--- config.mk ---
export PLATFORM = sky130hd
export DESIGN_NAME = sipo_deserializer
export DESIGN_NICKNAME = d
export VERILOG_FILES = /design/src/rtl/sipo_pkg.sv /design/src/rtl/sipo_shift_reg.sv /design/src/rtl/sipo_deserializer.sv
export SDC_FILE = /design/constraint.sdc
export NUM_CORES = 1
export LEC_CHECK = 0
export ABC_CLOCK_PERIOD_IN_PS = 3200
export CORE_AREA = 2 2 39 41
export CTS_CLUSTER_SIZE = 25
export DETAILED_ROUTE_END_ITERATION = 12
export DIE_AREA = 0 0 41 43
export PLACE_DENSITY = 0.66
export RECOVER_POWER = 25
export SKIP_CTS_REPAIR_TIMING = 1
export SLEW_MARGIN = 20
export SYNTH_ARGS = -nofsm -noshare
export SYNTH_HDL_FRONTEND = slang
export SYNTH_SLANG_ARGS = --single-unit
--- constraint.sdc ---
create_clock -name clk -period 3.2 [get_ports clk]
set_input_delay 0.64 -clock clk [delete_from_list [all_inputs] [get_ports clk]]
set_output_delay 0.64 -clock clk [all_outputs]
set_load 0.01 [all_outputs]
--- src/rtl/sipo_pkg.sv ---
// Shared types and helpers for the SIPO deserializer.
// Optional parity framing is enabled with SIPO_PARITY_EN.
package sipo_pkg;

  typedef enum logic {
    RECV = 1'b0,
    PAR  = 1'b1
  } state_e;

  localparam int DEFAULT_WIDTH = 4;
  localparam int PAR_MAX_W     = 64;

  function automatic logic even_parity(
    input logic [PAR_MAX_W-1:0] v
  );
    return ^v;
  endfunction

endpackage

--- src/rtl/sipo_shift_reg.sv ---
// MSB-first shift register and bit counter.
// `word` is the next shift value so a completing bit is included.
module sipo_shift_reg
  import sipo_pkg::*;
#(
  parameter int WIDTH = DEFAULT_WIDTH
) (
  input  logic             clk,
  input  logic             rst_n,
  input  logic             bit_en,
  input  logic             sin,
  output logic [WIDTH-1:0] word,
  output logic             done
);

  localparam int CW = $clog2(WIDTH);
  localparam logic [CW-1:0] LAST = CW'(WIDTH - 1);

  logic [WIDTH-1:0] shift_q, shift_d;
  logic [CW-1:0]    cnt_q, cnt_d;

  always_comb begin
    shift_d = shift_q;
    cnt_d   = cnt_q;
    done    = 1'b0;
    if (bit_en) begin
      shift_d = {shift_q[WIDTH-2:0], sin};
      done    = (cnt_q == LAST);
      cnt_d   = done ? '0 : cnt_q + 1'b1;
    end
  end

  assign word = shift_d;

  always_ff @(posedge clk or negedge rst_n) begin
    if (!rst_n) begin
      shift_q <= '0;
      cnt_q   <= '0;
    end else begin
      shift_q <= shift_d;
      cnt_q   <= cnt_d;
    end
  end

endmodule

--- src/rtl/sipo_deserializer.sv ---
// SIPO receiver with valid/ready holding register and sticky overrun.
// Define SIPO_PARITY_EN for a trailing even-parity bit per frame.
module sipo_deserializer
  import sipo_pkg::*;
#(
  parameter int WIDTH = DEFAULT_WIDTH
) (
  input  logic             clk,
  input  logic             rst_n,
  input  logic             sin,
  input  logic             sin_en,
  output logic [WIDTH-1:0] pout,
  output logic             pout_valid,
  input  logic             pout_ready,
  output logic             overrun,
  input  logic             overrun_clr,
  output logic             parity_err
);

  logic             sr_en;
  logic             sr_done;
  logic [WIDTH-1:0] sr_word;

  logic             complete;
  logic [WIDTH-1:0] cword;
  logic             par_bad;

  logic [WIDTH-1:0] pout_q, pout_d;
  logic             valid_q, valid_d;
  logic             ovr_q, ovr_d;
  logic             perr_q, perr_d;

  sipo_shift_reg #(
    .WIDTH(WIDTH)
  ) u_sr (
    .clk   (clk),
    .rst_n (rst_n),
    .bit_en(sr_en),
    .sin   (sin),
    .word  (sr_word),
    .done  (sr_done)
  );

`ifdef SIPO_PARITY_EN
  state_e state_q, state_d;

  // Shifter is frozen in PAR, so sr_word holds the data word.
  always_comb begin
    state_d  = state_q;
    complete = 1'b0;
    cword    = sr_word;
    par_bad  = 1'b0;
    sr_en    = sin_en && (state_q == RECV);
    unique case (state_q)
      RECV: if (sr_done) state_d = PAR;
      PAR: begin
        if (sin_en) begin
          complete = 1'b1;
          par_bad  = even_parity(PAR_MAX_W'(sr_word)) ^ sin;
          state_d  = RECV;
        end
      end
    endcase
  end

  always_ff @(posedge clk or negedge rst_n) begin
    if (!rst_n) state_q <= RECV;
    else        state_q <= state_d;
  end
`else
  always_comb begin
    sr_en    = sin_en;
    complete = sr_done;
    cword    = sr_word;
    par_bad  = 1'b0;
  end
`endif

  always_comb begin
    pout_d  = pout_q;
    valid_d = valid_q;
    ovr_d   = ovr_q;
    perr_d  = perr_q;
    if (valid_q && pout_ready) valid_d = 1'b0;
    if (overrun_clr) ovr_d = 1'b0;
    // A drop sets overrun after the clear so set wins.
    if (complete) begin
      if (!valid_q || pout_ready) begin
        pout_d  = cword;
        valid_d = 1'b1;
        perr_d  = par_bad;
      end else begin
        ovr_d = 1'b1;
      end
    end
  end

  always_ff @(posedge clk or negedge rst_n) begin
    if (!rst_n) begin
      pout_q  <= '0;
      valid_q <= 1'b0;
      ovr_q   <= 1'b0;
      perr_q  <= 1'b0;
    end else begin
      pout_q  <= pout_d;
      valid_q <= valid_d;
      ovr_q   <= ovr_d;
      perr_q  <= perr_d;
    end
  end

  assign pout       = pout_q;
  assign pout_valid = valid_q;
  assign overrun    = ovr_q;
  assign parity_err = perr_q;

endmodule
==> flow_summary.yaml, run 1 <==
routing:
  first_pass_iters: 2
  drc_errors: 0
  vias: 274
  ant_nets: 0
  avgViaCountPerCell: 4.42
  first_iter_violations: 2
  wirelength_um: 764
  avgRoutedWirePerCell_um: 12.3
layout:
  diodes: 0
  multi_input_area_sq_um: 200
  areaGrowthSynthToFinish_pct: 28.2
  num-fill-cells: 121
  drive_above_1_share: 0.326
  regArea_sq_um: 300
  nNetsFinal: 54
sta:
  slew_headroom: 0.653
  hold_violations: 0
  finalClockSkew_ps: 0.647
  final.min_clock_period_ps: 1890
  setup-violations-final: 0
  worstMarginPinSlew_ps: 519
  worst_slack_ps: 1310
  max_freq_mhz: 528
  drv_slew: 0
  tns_ps: 0
  finalCritPeriodShare: 0.592
  rsz0062_at_grt: "no"
die:
  die-area_sq_um: 1760
  initial_utilization: 0.378
  rows: 14
  coreArea_sq_um: 1380
  pin_count: 13
  die_y_um: 43
  die_width_um: 41
logic_synthesis:
  synth_nets: 40
  synth_area_sq_um: 523
  synth_top_area_frac: 0.574
  postSynth.asyncResetShare: 1.00
  syn_area_per_cell_sq_um: 15.8
  synthTopCellsByCount: "dfrtp_1 (12), mux2_4 (8), nand2b_1 (2)"
  synth-edff-count: 0
  synthCells: 33
  synth_top_cell_by_area: "dfrtp_1"
  synth.distinct_cells: 14
  yosys_warnings: 0
  yosysMostFrequentCell: "dfrtp_1"
  synth_area_leaders: "dfrtp_1 (57%), mux2_4 (23%), nor2b_4 (2.6%), ha_1 (2.4%), nand2b_1 (2.4%)"
  synth-seq-cells: 12
  yosysSeqAreaShare: 0.574
  synthFlopType: "dfrtp_1"
clocking:
  clk_pin_slew_ps: 70
  root_buffer: "clkbuf_4"
  cts.sinks: 12
  cts_tree: "yes"
  clock_path_buffers: 2
  h-tree-depth: 1
  clock_latency_ps: 260
  numCtsBuffers: 3
setup_path:
  required_ps: 3350
  worstPathArrival_ps: 2040
  path_max_fanout: 8
  worst_path_max_delay_cell: "clkdlybuf4s50_1"
  cp-start-kind: "primary input"
  crit_type: "primary input to register"
  path_cells: "clkdlybuf4s50_1 -> nand2_2 -> nor2b_4 -> mux2_4"
  cp-end-kind: "register"
  cp_slowest_stage_delay_ps: 710
grt:
  overflow: 0
  antenna_found_initial: 0
  grt_pass1_wl_um: 1310
  grt_pass1_vias: 303
  grt_max_degree: 13
  grt.total_usage: 0.112
outcome:
  status: "complete, no violations"
power_and_ir_drop:
  leakage_uw: 0.000315
  power.density_nw_per_um2: 798
  ir_drop_mv: 0.300
job:
  maxCapViolCount: 0
place:
  dp_hpwl_um: 596
  portBuffers: 11
  globalplace.congestion: 0.681
  dp_slack_ps: 1020
worst_hold_path:
  hold_class: "register to register"
## logic make-up after synthesis
group	synth area share
multiplexers	0.270
adder cells (fa/ha/maj)	0.0239
AND/OR/NAND/NOR	0.0694
flip-flops	0.574
other	0.00717
AO/OA/AOI/OAI	0.0120
buffers and inverters	0.0431
## area by class of cell
type / instances / share of cell area
Clock buffer: 4 / 0.0541
Timing Repair Buffer: 11 / 0.164
Inverter: 1 / 0.00560
Sequential cell: 12 / 0.448
Tap cell: 16 / 0.0299
Multi-Input combinational cell: 18 / 0.299
## cell usage in the layout (no fill, tap or decap), types with 2 or more instances in the layout
cell type,count
clkdlybuf4s50_1,10
clkbuf_4,3
dfrtp_1,12
nand2b_1,2
mux2_4,8
## per-stage QoR
stage / std cells / instance area [sq um] / util / total power (uW) / hold WS, ps
global route: 62 / 671 / 0.485 / 574 / 529
finish: 62 / 671 / 0.485 / 535 / 490
CTS: 62 / 671 / 0.485 / 544 / 498
floorplan: 33 / 523 / - / 341 / 344
detailed placement: 58 / 634 / 0.458 / 424 / 487
global placement: 58 / 634 / 0.458 / 419 / 471
## sequential cells by signal (all words and copies together) (netlist names)
register and cells:
overrun 1, pout 4, pout_valid 1, u_sr.cnt_q 2
u_sr.shift_q 4
## critical path, delay by kind of cell
family        cells  cell delay [ps]
buf+inv           1              710
simple gates      2              370
mux               1              320
## worst paths after layout
path / from / to / slack [ps] / cells past startpoint
worst max register to register: u_sr.cnt_q[0]$_DFFE_PN0P_ / pout[1]$_DFFE_PN0P_ / 1900 / 4
min in group asynchronous: rst_n / overrun$_DFF_PN0_ / 790 / 1
worst min register to register: u_sr.cnt_q[0]$_DFFE_PN0P_ / u_sr.cnt_q[0]$_DFFE_PN0P_ / 490 / 1
max in group asynchronous: rst_n / u_sr.shift_q[2]$_DFF_PN0_ / 2070 / 1
worst max-delay path: sin_en / pout[1]$_DFFE_PN0P_ / 1310 / 4
worst min-delay path: u_sr.cnt_q[0]$_DFFE_PN0P_ / u_sr.cnt_q[0]$_DFFE_PN0P_ / 490 / 1
## routing by layer
metal  global-route usage  vias to the layer above  wire length (um)  part of all wire
li1                     -                      136                 -                 -
met1                0.136                      128               337              0.44
met2                0.172                       10               366              0.48
met3               0.0471                        0                59             0.077
met4               0.0400                        0                 0                 0
met5                    0                        -                 0                 0
## where the power goes
group | total [uW] | leakage, uW | switching (uW) | internal, uW
clock network | 117 | 0.0000210 | 47.7 | 69.0
logic | 191 | 0.000148 | 62.2 | 128
registers | 228 | 0.000146 | 26.1 | 201
Note: power is estimated with default switching activity, not from simulation.
==> run 2: changes to the inputs <==
Settings changed: ABC_CLOCK_PERIOD_IN_PS 3200 to 1960.
Clock period 3.2 ns to 1.96 ns, I/O delays scaled along.
==> flow_summary.yaml, run 2 (synthesis results as in run 1) <==
outcome:
  status: "complete, no violations"
sta:
  hold_violations: 0
  slew_headroom: 0.642
  setup-violations-final: 0
  final.min_clock_period_ps: 1560
  finalCritPeriodShare: 0.797
  tns_ps: 0
  drv_slew: 0
  rsz0062_at_grt: "no"
  finalClockSkew_ps: 3.29
  worstMarginPinSlew_ps: 536
  max_freq_mhz: 641
setup_path:
  path_max_fanout: 2
  crit_buf_inv: 1
  path_cells: "clkdlybuf4s50_1"
  cp_slowest_stage_delay_ps: 540
  cp-start-kind: "register"
  worst_path_max_delay_cell: "clkdlybuf4s50_1"
  cp-end-kind: "primary output"
  crit_type: "register to primary output"
  critical_path.top_delay_family: "buffers and inverters"
  required_ps: 1570
  worstPathArrival_ps: 1170
job:
  maxCapViolCount: 0
routing:
  avgViaCountPerCell: 4.65
  drc_errors: 0
  first_iter_violations: 0
  avgRoutedWirePerCell_um: 13.0
  vias: 293
  first_pass_iters: 1
  wirelength_um: 816
  ant_nets: 0
layout:
  num-fill-cells: 125
  diodes: 0
  design_area_sq_um: 678
  final_cell_mix: "dfrtp_1 (12), clkdlybuf4s50_1 (10), mux2_4 (8)"
  multi_input_area_sq_um: 200
  regArea_sq_um: 300
  drive_above_1_share: 0.340
  final_common_cell: "dfrtp_1"
  areaGrowthSynthToFinish_pct: 29.7
  nNetsFinal: 55
  layout.cells.non_filler: 63
die:
  initial_utilization: 0.378
  pin_count: 13
  rows: 14
  coreArea_sq_um: 1380
  die_y_um: 43
  die_width_um: 41
  die-area_sq_um: 1760
clocking:
  h-tree-depth: 1
  cts_tree: "yes"
  clk_pin_slew_ps: 70
  numCtsBuffers: 3
  clock_path_buffers: 2
  cts.sinks: 12
  clock_latency_ps: 270
  root_buffer: "clkbuf_4"
grt:
  grt.total_usage: 0.119
  grt_pass1_vias: 301
  grt_max_degree: 13
  antenna_found_initial: 0
  grt_pass1_wl_um: 1330
  overflow: 0
place:
  globalplace.congestion: 0.670
  dp_hpwl_um: 617
  placedCellCount: 59
  portBuffers: 11
  placed_area_sq_um: 642
power_and_ir_drop:
  total_power_uw: 881
  ir_drop_mv: 0.481
  leakage_uw: 0.000320
  power.density_nw_per_um2: 1300
worst_hold_path:
  hold_class: "register to register"
run 2: final timing paths:
kind                                           start                        end  slack [ps]  cells after the start
max                              pout[0]$_DFFE_PN0P_                    pout[0]         400                      1
max in group asynchronous                      rst_n  u_sr.shift_q[2]$_DFF_PN0_        1070                      1
max reg2reg                u_sr.cnt_q[0]$_DFFE_PN0P_        pout[1]$_DFFE_PN0P_         650                      4
min                        u_sr.cnt_q[0]$_DFFE_PN0P_  u_sr.cnt_q[0]$_DFFE_PN0P_         500                      1
min in group asynchronous                      rst_n  u_sr.shift_q[0]$_DFF_PN0_         540                      1
min reg2reg                u_sr.cnt_q[0]$_DFFE_PN0P_  u_sr.cnt_q[0]$_DFFE_PN0P_         500                      1
run 2: layout make-up:
type	instances	share of cell area
timing repair buffer	12	0.173
multi-input combinational	18	0.295
sequential	12	0.443
inverter	1	0.00554
clock buffer	4	0.0535
tap	16	0.0295
run 2: metal layers:
metal	GRT usage	up-vias	routed length (um)
li1	-	135	-
met1	0.166	142	379
met2	0.147	12	359
met3	0.0314	4	50
met4	0.100	0	27
met5	0	-	0
run 2: power breakdown:
group / internal [uW] / switching (uW)
sequential: 329 / 44.6
clock: 113 / 80.7
combinational: 211 / 102
run 2: metrics by stage:
stage | util | hold slack [ps] | setup slack, ps
floorplan | - | 96.4 | 764
global placement | 0.464 | 467 | 152
detailed placement | 0.464 | 498 | 116
CTS | 0.490 | 481 | 383
global route | 0.490 | 534 | 353
finish | 0.490 | 502 | 399
==> run 3: changes to the inputs <==
Settings changed: ABC_CLOCK_PERIOD_IN_PS 1960 to 1620.
Clock period 1.96 ns to 1.62 ns, I/O delays scaled along.
==> flow_summary.yaml, run 3 (synthesis results as in run 1) <==
outcome:
  status: "complete, no violations"
place:
  dp_slack_ps: -35.4
  portBuffers: 11
  dp_hpwl_um: 596
  placed_area_sq_um: 664
  placedCellCount: 62
  globalplace.congestion: 0.754
clocking:
  clock_latency_ps: 270
  root_buffer: "clkbuf_4"
  cts_tree: "yes"
  numCtsBuffers: 3
  cts.sinks: 12
  clk_pin_slew_ps: 70
  h-tree-depth: 1
  clock_path_buffers: 2
sta:
  worst_slack_ps: 113
  setup-violations-final: 0
  max_freq_mhz: 664
  fin_hold_ws_ps: 463
  slew_headroom: 0.643
  final.min_clock_period_ps: 1510
  hold_violations: 0
  finalClockSkew_ps: 1.45
  finalCritPeriodShare: 0.930
  worstMarginPinSlew_ps: 533
  rsz0062_at_grt: "no"
  drv_slew: 0
layout:
  num-fill-cells: 123
  final_common_cell: "dfrtp_1"
  multi_input_area_sq_um: 200
  nNetsFinal: 58
  layout.cells.non_filler: 66
  drive_above_1_share: 0.380
  areaGrowthSynthToFinish_pct: 34.0
  final_cell_mix: "dfrtp_1 (12), clkdlybuf4s50_1 (10), mux2_4 (8)"
  diodes: 0
  design_area_sq_um: 701
  regArea_sq_um: 300
die:
  die-area_sq_um: 1760
  pin_count: 13
  coreArea_sq_um: 1380
  die_width_um: 41
  initial_utilization: 0.378
  rows: 14
  die_y_um: 43
routing:
  avgViaCountPerCell: 4.73
  avgRoutedWirePerCell_um: 12.0
  drc_errors: 0
  ant_nets: 0
  wirelength_um: 789
  first_pass_iters: 4
  first_iter_violations: 3
  vias: 312
power_and_ir_drop:
  p_int_uw: 803
  combPwrFrac: 0.363
  leakage_uw: 0.000333
  power.density_nw_per_um2: 1550
  switchingPower_uw: 284
  switching_share: 0.261
  ir_drop_mv: 0.615
  seqPwrFrac: 0.419
  total_power_uw: 1090
  clkPwrFrac: 0.219
setup_path:
  worst_path_max_delay_cell: "clkdlybuf4s50_1"
  path_max_fanout: 2
  crit_buf_inv: 1
  crit_type: "register to primary output"
  path_cells: "clkdlybuf4s50_1"
  cp-start-kind: "register"
  cp_slowest_stage_delay_ps: 550
  worstPathArrival_ps: 1180
  cp-end-kind: "primary output"
  critical_path.top_delay_family: "buffers and inverters"
  required_ps: 1300
grt:
  grt.total_usage: 0.114
  antenna_found_initial: 0
  grt_max_degree: 13
  grt_pass1_wl_um: 1240
  overflow: 0
  grt_pass1_vias: 293
job:
  maxCapViolCount: 0
worst_hold_path:
  hold_class: "primary input to async pin"
run 3: changes by cell type in the layout (fill, tap and decap cells not counted):
| cell | change |
|---|---|
| buf_4 | +3 |
run 3: per-layer routing:
metal	track usage	routed length, um	up-vias
met5	0	0	-
met4	0.100	26	0
met3	0.0314	48	4
met2	0.147	342	12
met1	0.148	371	151
li1	-	-	145
run 3: cell type report:
class,instances,area share
tap,16,0.0286
clock buffer,4,0.0518
inverter,1,0.00536
timing repair buffer,15,0.200
multi-input combinational,18,0.286
sequential,12,0.429
run 3: stage by stage:
step                TNS [ps]  utilization
global route               0        0.506
finish                     0        0.506
global placement       -71.4        0.480
detailed placement      -139        0.480
CTS                        0        0.506
floorplan                  0            -
run 3: final timing paths:
kind                       cells after the start  slack (ps)                         to                       from
max in group asynchronous                      1         800  u_sr.shift_q[0]$_DFF_PN0_                      rst_n
min                                            1         460       pout_valid$_DFF_PN0_                      rst_n
max reg2reg                                    4         330        pout[0]$_DFFE_PN0P_  u_sr.cnt_q[0]$_DFFE_PN0P_
max                                            1         110                    pout[0]        pout[0]$_DFFE_PN0P_
min reg2reg                                    1         500  u_sr.cnt_q[0]$_DFFE_PN0P_  u_sr.cnt_q[0]$_DFFE_PN0P_
min in group clk                               1         500  u_sr.cnt_q[0]$_DFFE_PN0P_  u_sr.cnt_q[0]$_DFFE_PN0P_
run 3: power groups by stage:
stage	sequential (uW)	clock, uW	combinational, uW
final	455	238	394
after global routing	462	258	429
after CTS	454	242	400
after detailed placement	460	0	396
after global placement	454	0	397
after floorplan	478	0	196
==> RTL change 1: new RTL, settings of run 3 <==
The option `SIPO_PARITY_EN` is turned on by a define.
--- a/src/rtl/sipo_deserializer.sv
+++ b/src/rtl/sipo_deserializer.sv
@@ -1,4 +1,6 @@
 // SIPO receiver with valid/ready holding register and sticky overrun.
 // Define SIPO_PARITY_EN for a trailing even-parity bit per frame.
+`define SIPO_PARITY_EN
+
 module sipo_deserializer
   import sipo_pkg::*;
Function: changed (Yosys sat finds a counterexample within 10 cycles, from zero or initial values and one cycle with rst_n low).
==> RTL change 1 against run 3 <==
Largest cell class unchanged. First-iteration DRC count is the same. Fmax shrank 2.9%. Critical path depth grew 4. Sequential power grew 33%. Cell area grew 13%. Synthesized area grew 15%. Routed wire length grew 19%. Sequential cell count grew 2. Power grew 33%. Setup slack lost 0.045 ns. Global-route usage grew 2.7 points.
==> RTL change 1: results (changes against run 3) <==
{| class="wikitable"
! Metric !! Value
|-
| Pin slew with the least headroom to its limit || 0.7498 ns (+0.2167 ns)
|-
| DRT Wirelength || 936 um (+19%)
|-
| GR Util All Layers || 14.07% (+2.7 points)
|-
| Share of synthesized flip-flops with an asynchronous set or reset || 100.0% (unchanged)
|-
| Post-synthesis compound-gate area fraction || 2.708% (+1.5 points)
|-
| Most common library cells after synthesis || dfrtp_1, mux2_2, nand2_1
|-
| Largest net degree at the start of global routing || 15 (+2)
|-
| Cell count after placement || 77 (+24%)
|-
| Number of antenna violations at the first check in global routing || 0 (unchanged)
|-
| Layout filler cell count || 116 (-5.7%)
|-
| CP Max Fanout || 7 (+5)
|-
| Count of input and output buffers || 12 (+1)
|-
| Final nets || 73 (+26%)
|-
| Flop-to-flop setup slack || 0.21 ns (-0.12 ns)
|-
| Number of global-route vias before repair || 398 (+36%)
|-
| WP data arrival || 1.71 ns (+0.53 ns)
|-
| Post-placement cell area || 774.5 um^2 (+17%)
|-
| Mux cell area share after synthesis || 20.42% (-6.6 points)
|-
| Synth area leaders || dfrtp_1, mux2_2, xnor3_1
|-
| Final cell count without fillers || 80 (+21%)
|-
| Delay of the slowest critical-path stage || 0.48 ns (-0.07 ns)
|-
| Setup Skew || 0.001280 ns (-0.0001747 ns)
|-
| Nets in the synthesized netlist || 51 (+28%)
|-
| Post-synthesis sequential area ratio || 58.33% (+0.92 points)
|-
| Ratio of routed vias to standard cells || 4.688 (-0.84%)
|-
| Status || complete, no violations
|-
| HPWL after DPL || 706.9 um (+19%)
|-
| Unique masters post-synth || 16 (+2)
|-
| First-pass GRT wire length || 1.621 mm (+31%)
|-
| Cells after synthesis || 44 (+33%)
|-
| Share of cells above drive strength 1 || 28.13% (-9.9 points)
|-
| Adder-cell share of the synthesized area || 2.083% (-0.31 points)
|-
| Leakage power total || 0.3563 nW (+7.0%)
|-
| Parity-gate share of the synthesized area counting xor and xnor cells || 6.667% (+6.7 points)
|-
| Worst hold path type || flop to flop
|-
| Routability cong. || 0.6146 (-18%)
|-
| Worst supply voltage drop on vdd || 0.0008852 V (+44%)
|}
==> RTL change 1: cell types whose count changed in the layout (fill, tap and decap cells not counted), moves of 2 or more <==
cell     change
xnor2_1      +2
nor2_1       +2
dfrtp_1      +2
nand2_1      +3
mux2_4       -8
mux2_2       +9
==> RTL change 1: logic make-up after synthesis <==
kind of cell,count (synthesis)
flip-flops,14
multiplexers,11
AND/OR/NAND/NOR,9
AO/OA/AOI/OAI,3
XOR/XNOR,3
buffers and inverters,3
adder cells (fa/ha/maj),1
==> RTL change 1: area by class of cell <==
class	instances	area share, %
Timing Repair Buffer	18	20.35
Clock buffer	3	2.839
Inverter	2	0.9464
Sequential cell	14	44.16
Tap cell	16	2.524
Multi-Input combinational cell	27	29.18
==> RTL change 1: tightest hold or removal path: stages, from the launching register on <==
cell and delay [ns]:
dfrtp_1 0.35, nand2_1 0.05, o21ai_1 0.06
==> RTL change 1: layer usage <==
layer  part of all wire, %  wire, um  track usage (%)  vias to the layer above
li1                      -         -                -                      191
met1                    46       428            18.34                      175
met2                    49       458            20.63                        9
met3                   5.2        49            4.712                        0
met4                     0         0            6.000                        0
met5                     0         0                0                        -
==> RTL change 1: final timing paths <==
check,from,endpoint,cells after the start
max in group asynchronous,rst_n,pout[0]$_DFFE_PN0P_,2
max reg2reg,state_q$_DFF_PN0_,pout[1]$_DFFE_PN0P_,4
max,sin_en,pout[1]$_DFFE_PN0P_,5
min,parity_err$_DFFE_PN0P_,parity_err$_DFFE_PN0P_,2
min in group asynchronous,rst_n,overrun$_DFF_PN0_,2
min reg2reg,parity_err$_DFFE_PN0P_,parity_err$_DFFE_PN0P_,2
==> RTL change 1: metrics by stage <==
| stage | TNS, ns | hold WS, ns | utilization [%] | setup slack [ns] |
|---|---|---|---|---|
| 2_1_floorplan | 0 | 0.02841 | - | 0.2204 |
| 3_3_place_gp | -1.093 | 0.4666 | 55.97 | -0.2631 |
| 3_5_place_dp | -1.254 | 0.4830 | 55.97 | -0.2700 |
| 4_1_cts | -0.001412 | 0.3576 | 57.59 | -0.001412 |
| 5_1_grt | 0 | 0.5233 | 57.32 | 0.02520 |
| 6_report | 0 | 0.4864 | 57.32 | 0.06805 |
==> RTL change 1: where the power goes <==
part / total, W / switching [W] / internal [W] / leakage, nW
logic: 0.000653 / 0.000227 / 0.000426 / 0.171
registers: 0.000606 / 0.0000966 / 0.000509 / 0.172
clock network: 0.000186 / 0.000100 / 0.0000859 / 0.0138
total: 0.00144 / 0.000424 / 0.00102 / 0.356
==> RTL change 2: new RTL, flow settings as in run 3 <==
Made on the original files. Put one more register stage on the output `overrun`, cleared by the reset. The value now appears one clock later. The other outputs are not delayed to match.
--- a/src/rtl/sipo_deserializer.sv
+++ b/src/rtl/sipo_deserializer.sv
@@ -112,5 +112,11 @@
   assign pout       = pout_q;
   assign pout_valid = valid_q;
-  assign overrun    = ovr_q;
+  always_ff @(posedge clk or negedge rst_n) begin
+    if (!rst_n) begin
+      overrun <= '0;
+    end else begin
+      overrun <= ovr_q;
+    end
+  end
   assign parity_err = perr_q;
 
Formal check against the unedited RTL: not equivalent (Yosys sat finds a counterexample within 10 cycles, from zero or initial values and one cycle with rst_n low).
==> RTL change 2 against run 3 <==
Synthesized cell count rose by 3.0%. First-iteration DRC count shrank 33%. Fmax up 1.5%. Critical path type unchanged. Critical endpoint is now pout[1]. Setup slack improved by 0.022 ns. Sequential cell count grew 1. Synthesized area rose by 4.8%. Power fell by 1.9%. Critical path depth unchanged. Clock skew increased by 0.0025 ns. Routed wire length grew 2.9%. Cell area rose by 2.1%. Utilization is 1.1 points higher.
==> RTL change 2: results (changes against run 3) <==
{| class="wikitable"
! Metric !! Value
|-
| Cells after synthesis || 34 (+3.0%)
|-
| Clock-pin transition on the worst setup and hold timing paths || 0.07 ns (about the same)
|-
| Worst supply voltage drop on vdd || 0.0005760 V (-6.4%)
|-
| Starting DRC count in detailed routing || 2 (-1)
|-
| Number of antenna violations at the first check in global routing || 0 (unchanged)
|-
| CP Max Fanout || 2 (unchanged)
|-
| Share of synthesized flip-flops with an asynchronous set or reset || 100.0% (unchanged)
|-
| WP data arrival || 1.16 ns (-0.02 ns)
|-
| HPWL after DPL || 640 um (+7.5%)
|-
| Nets in the synthesized netlist || 41 (+2.5%)
|-
| Count of input and output buffers || 11 (unchanged)
|-
| Cell count after placement || 63 (+1.6%)
|-
| Mux cell area share after synthesis || 25.80% (-1.2 points)
|-
| Most common library cells after synthesis || dfrtp_1, mux2_4, nand2b_1
|-
| Max H-tree Level || 1 (unchanged)
|-
| Number of buffers created by CTS || 3 (unchanged)
|-
| Routability cong. || 0.6841 (-9.2%)
|-
| Unique masters post-synth || 14 (unchanged)
|-
| Post-synthesis compound-gate area fraction || 1.142% (-0.055 points)
|-
| Clk_lat worst skew || 0.26 ns
|-
| Total power || 0.001066 W (-1.9%)
|-
| Final number of setup-violating endpoints || 0 (unchanged)
|-
| Largest net degree at the start of global routing || 14 (+1)
|-
| Family of cells with the greatest summed delay on the critical path || buffers and inverters
|-
| Leakage power total || 0.3408 nW (+2.4%)
|-
| 1st-pass router iterations || 2 (-2)
|-
| Adder-cell share of the synthesized area || 2.283% (-0.11 points)
|-
| Delay of the slowest critical-path stage || 0.54 ns
|-
| Status || complete, no violations
|-
| Final nets || 59 (+1.7%)
|-
| Cell with the largest stage delay on the worst path || clkdlybuf4s50_1
|-
| Post-synthesis sequential area ratio || 59.36% (+1.9 points)
|-
| DRT Wirelength || 812 um (+2.9%)
|-
| Clock root buffer || clkbuf_4
|-
| Total inserted antenna cells || 0 (unchanged)
|-
| Setup Skew || 0.003976 ns (+0.002522 ns)
|-
| Count of yosys warnings during synthesis || 0 (unchanged)
|-
| Share of cells above drive strength 1 || 35.29% (-2.7 points)
|-
| Worst slack at placement || -0.04317 ns (-0.007779 ns)
|-
| Vias || 318 (+1.9%)
|-
| Pin slew with the least headroom to its limit || 0.5803 ns (+0.04718 ns)
|-
| Synth area leaders || dfrtp_1, mux2_4, nor2b_4
|-
| First-pass GRT wire length || 1.386 mm (+12%)
|-
| Parity-gate share of the synthesized area counting xor and xnor cells || 0% (unchanged)
|-
| Number of flops mapped to enable cells by yosys || 0 (unchanged)
|-
| CTS max path bufs || 2 (unchanged)
|-
| GR Util All Layers || 12.38% (+1.0 points)
|-
| Routed length per placed instance || 12.12 um (+1.4%)
|-
| Proportion of total power due to net switching || 26.00% (-0.10 points)
|-
| Worst hold path type || flop to flop
|-
| Post-placement cell area || 689.4 um^2 (+3.8%)
|}
RTL change 2: changes by cell type after synthesis:
cell     delta
dfrtp_1     +1
RTL change 2: power groups by stage:
stage / Combinational, W / Sequential [W] / Clock (W)
global route: 0.000429 / 0.000499 / 0.000219
global placement: 0.000390 / 0.000479 / 0
CTS: 0.000405 / 0.000486 / 0.000199
floorplan: 0.000196 / 0.000506 / 0
detailed placement: 0.000401 / 0.000487 / 0
finish: 0.000397 / 0.000482 / 0.000186
RTL change 2: cells by family after synthesis:
logic type,count (synthesis)
flip-flops,13
multiplexers,10
AO/OA/AOI/OAI,1
other,1
buffers and inverters,3
AND/OR/NAND/NOR,5
adder cells (fa/ha/maj),1
RTL change 2: worst paths after layout:
kind / startpoint / end / slack (ns) / cells after the start
setup / recovery: pout[1]$_DFFE_PN0P_ / pout[1] / 0.13 / 1
hold / removal: ovr_q$_DFF_PN0_ / overrun$_DFF_PN0_ / 0.39 / 0
setup reg to reg: u_sr.cnt_q[0]$_DFFE_PN0P_ / pout[1]$_DFFE_PN0P_ / 0.34 / 4
hold reg to reg: ovr_q$_DFF_PN0_ / overrun$_DFF_PN0_ / 0.39 / 0
max in group asynchronous: rst_n / pout[1]$_DFFE_PN0P_ / 0.74 / 1
min in group asynchronous: rst_n / pout_valid$_DFF_PN0_ / 0.49 / 1
RTL change 2: metal layers:
layer | track usage, % | part of all wire (%)
met1 | 15.41 | 42
met2 | 18.13 | 53
met3 | 3.141 | 5.4
met4 | 8.000 | 0
met5 | 0 | 0
RTL change 2: layout make-up:
class	instances	area, um^2
Inverter	1	3.754
Tap cell	16	20.02
Multi-Input combinational cell	18	200.2
Sequential cell	13	325.3
Fill cell	120	668.1
Timing Repair Buffer	15	140.1
Clock buffer	4	26.28
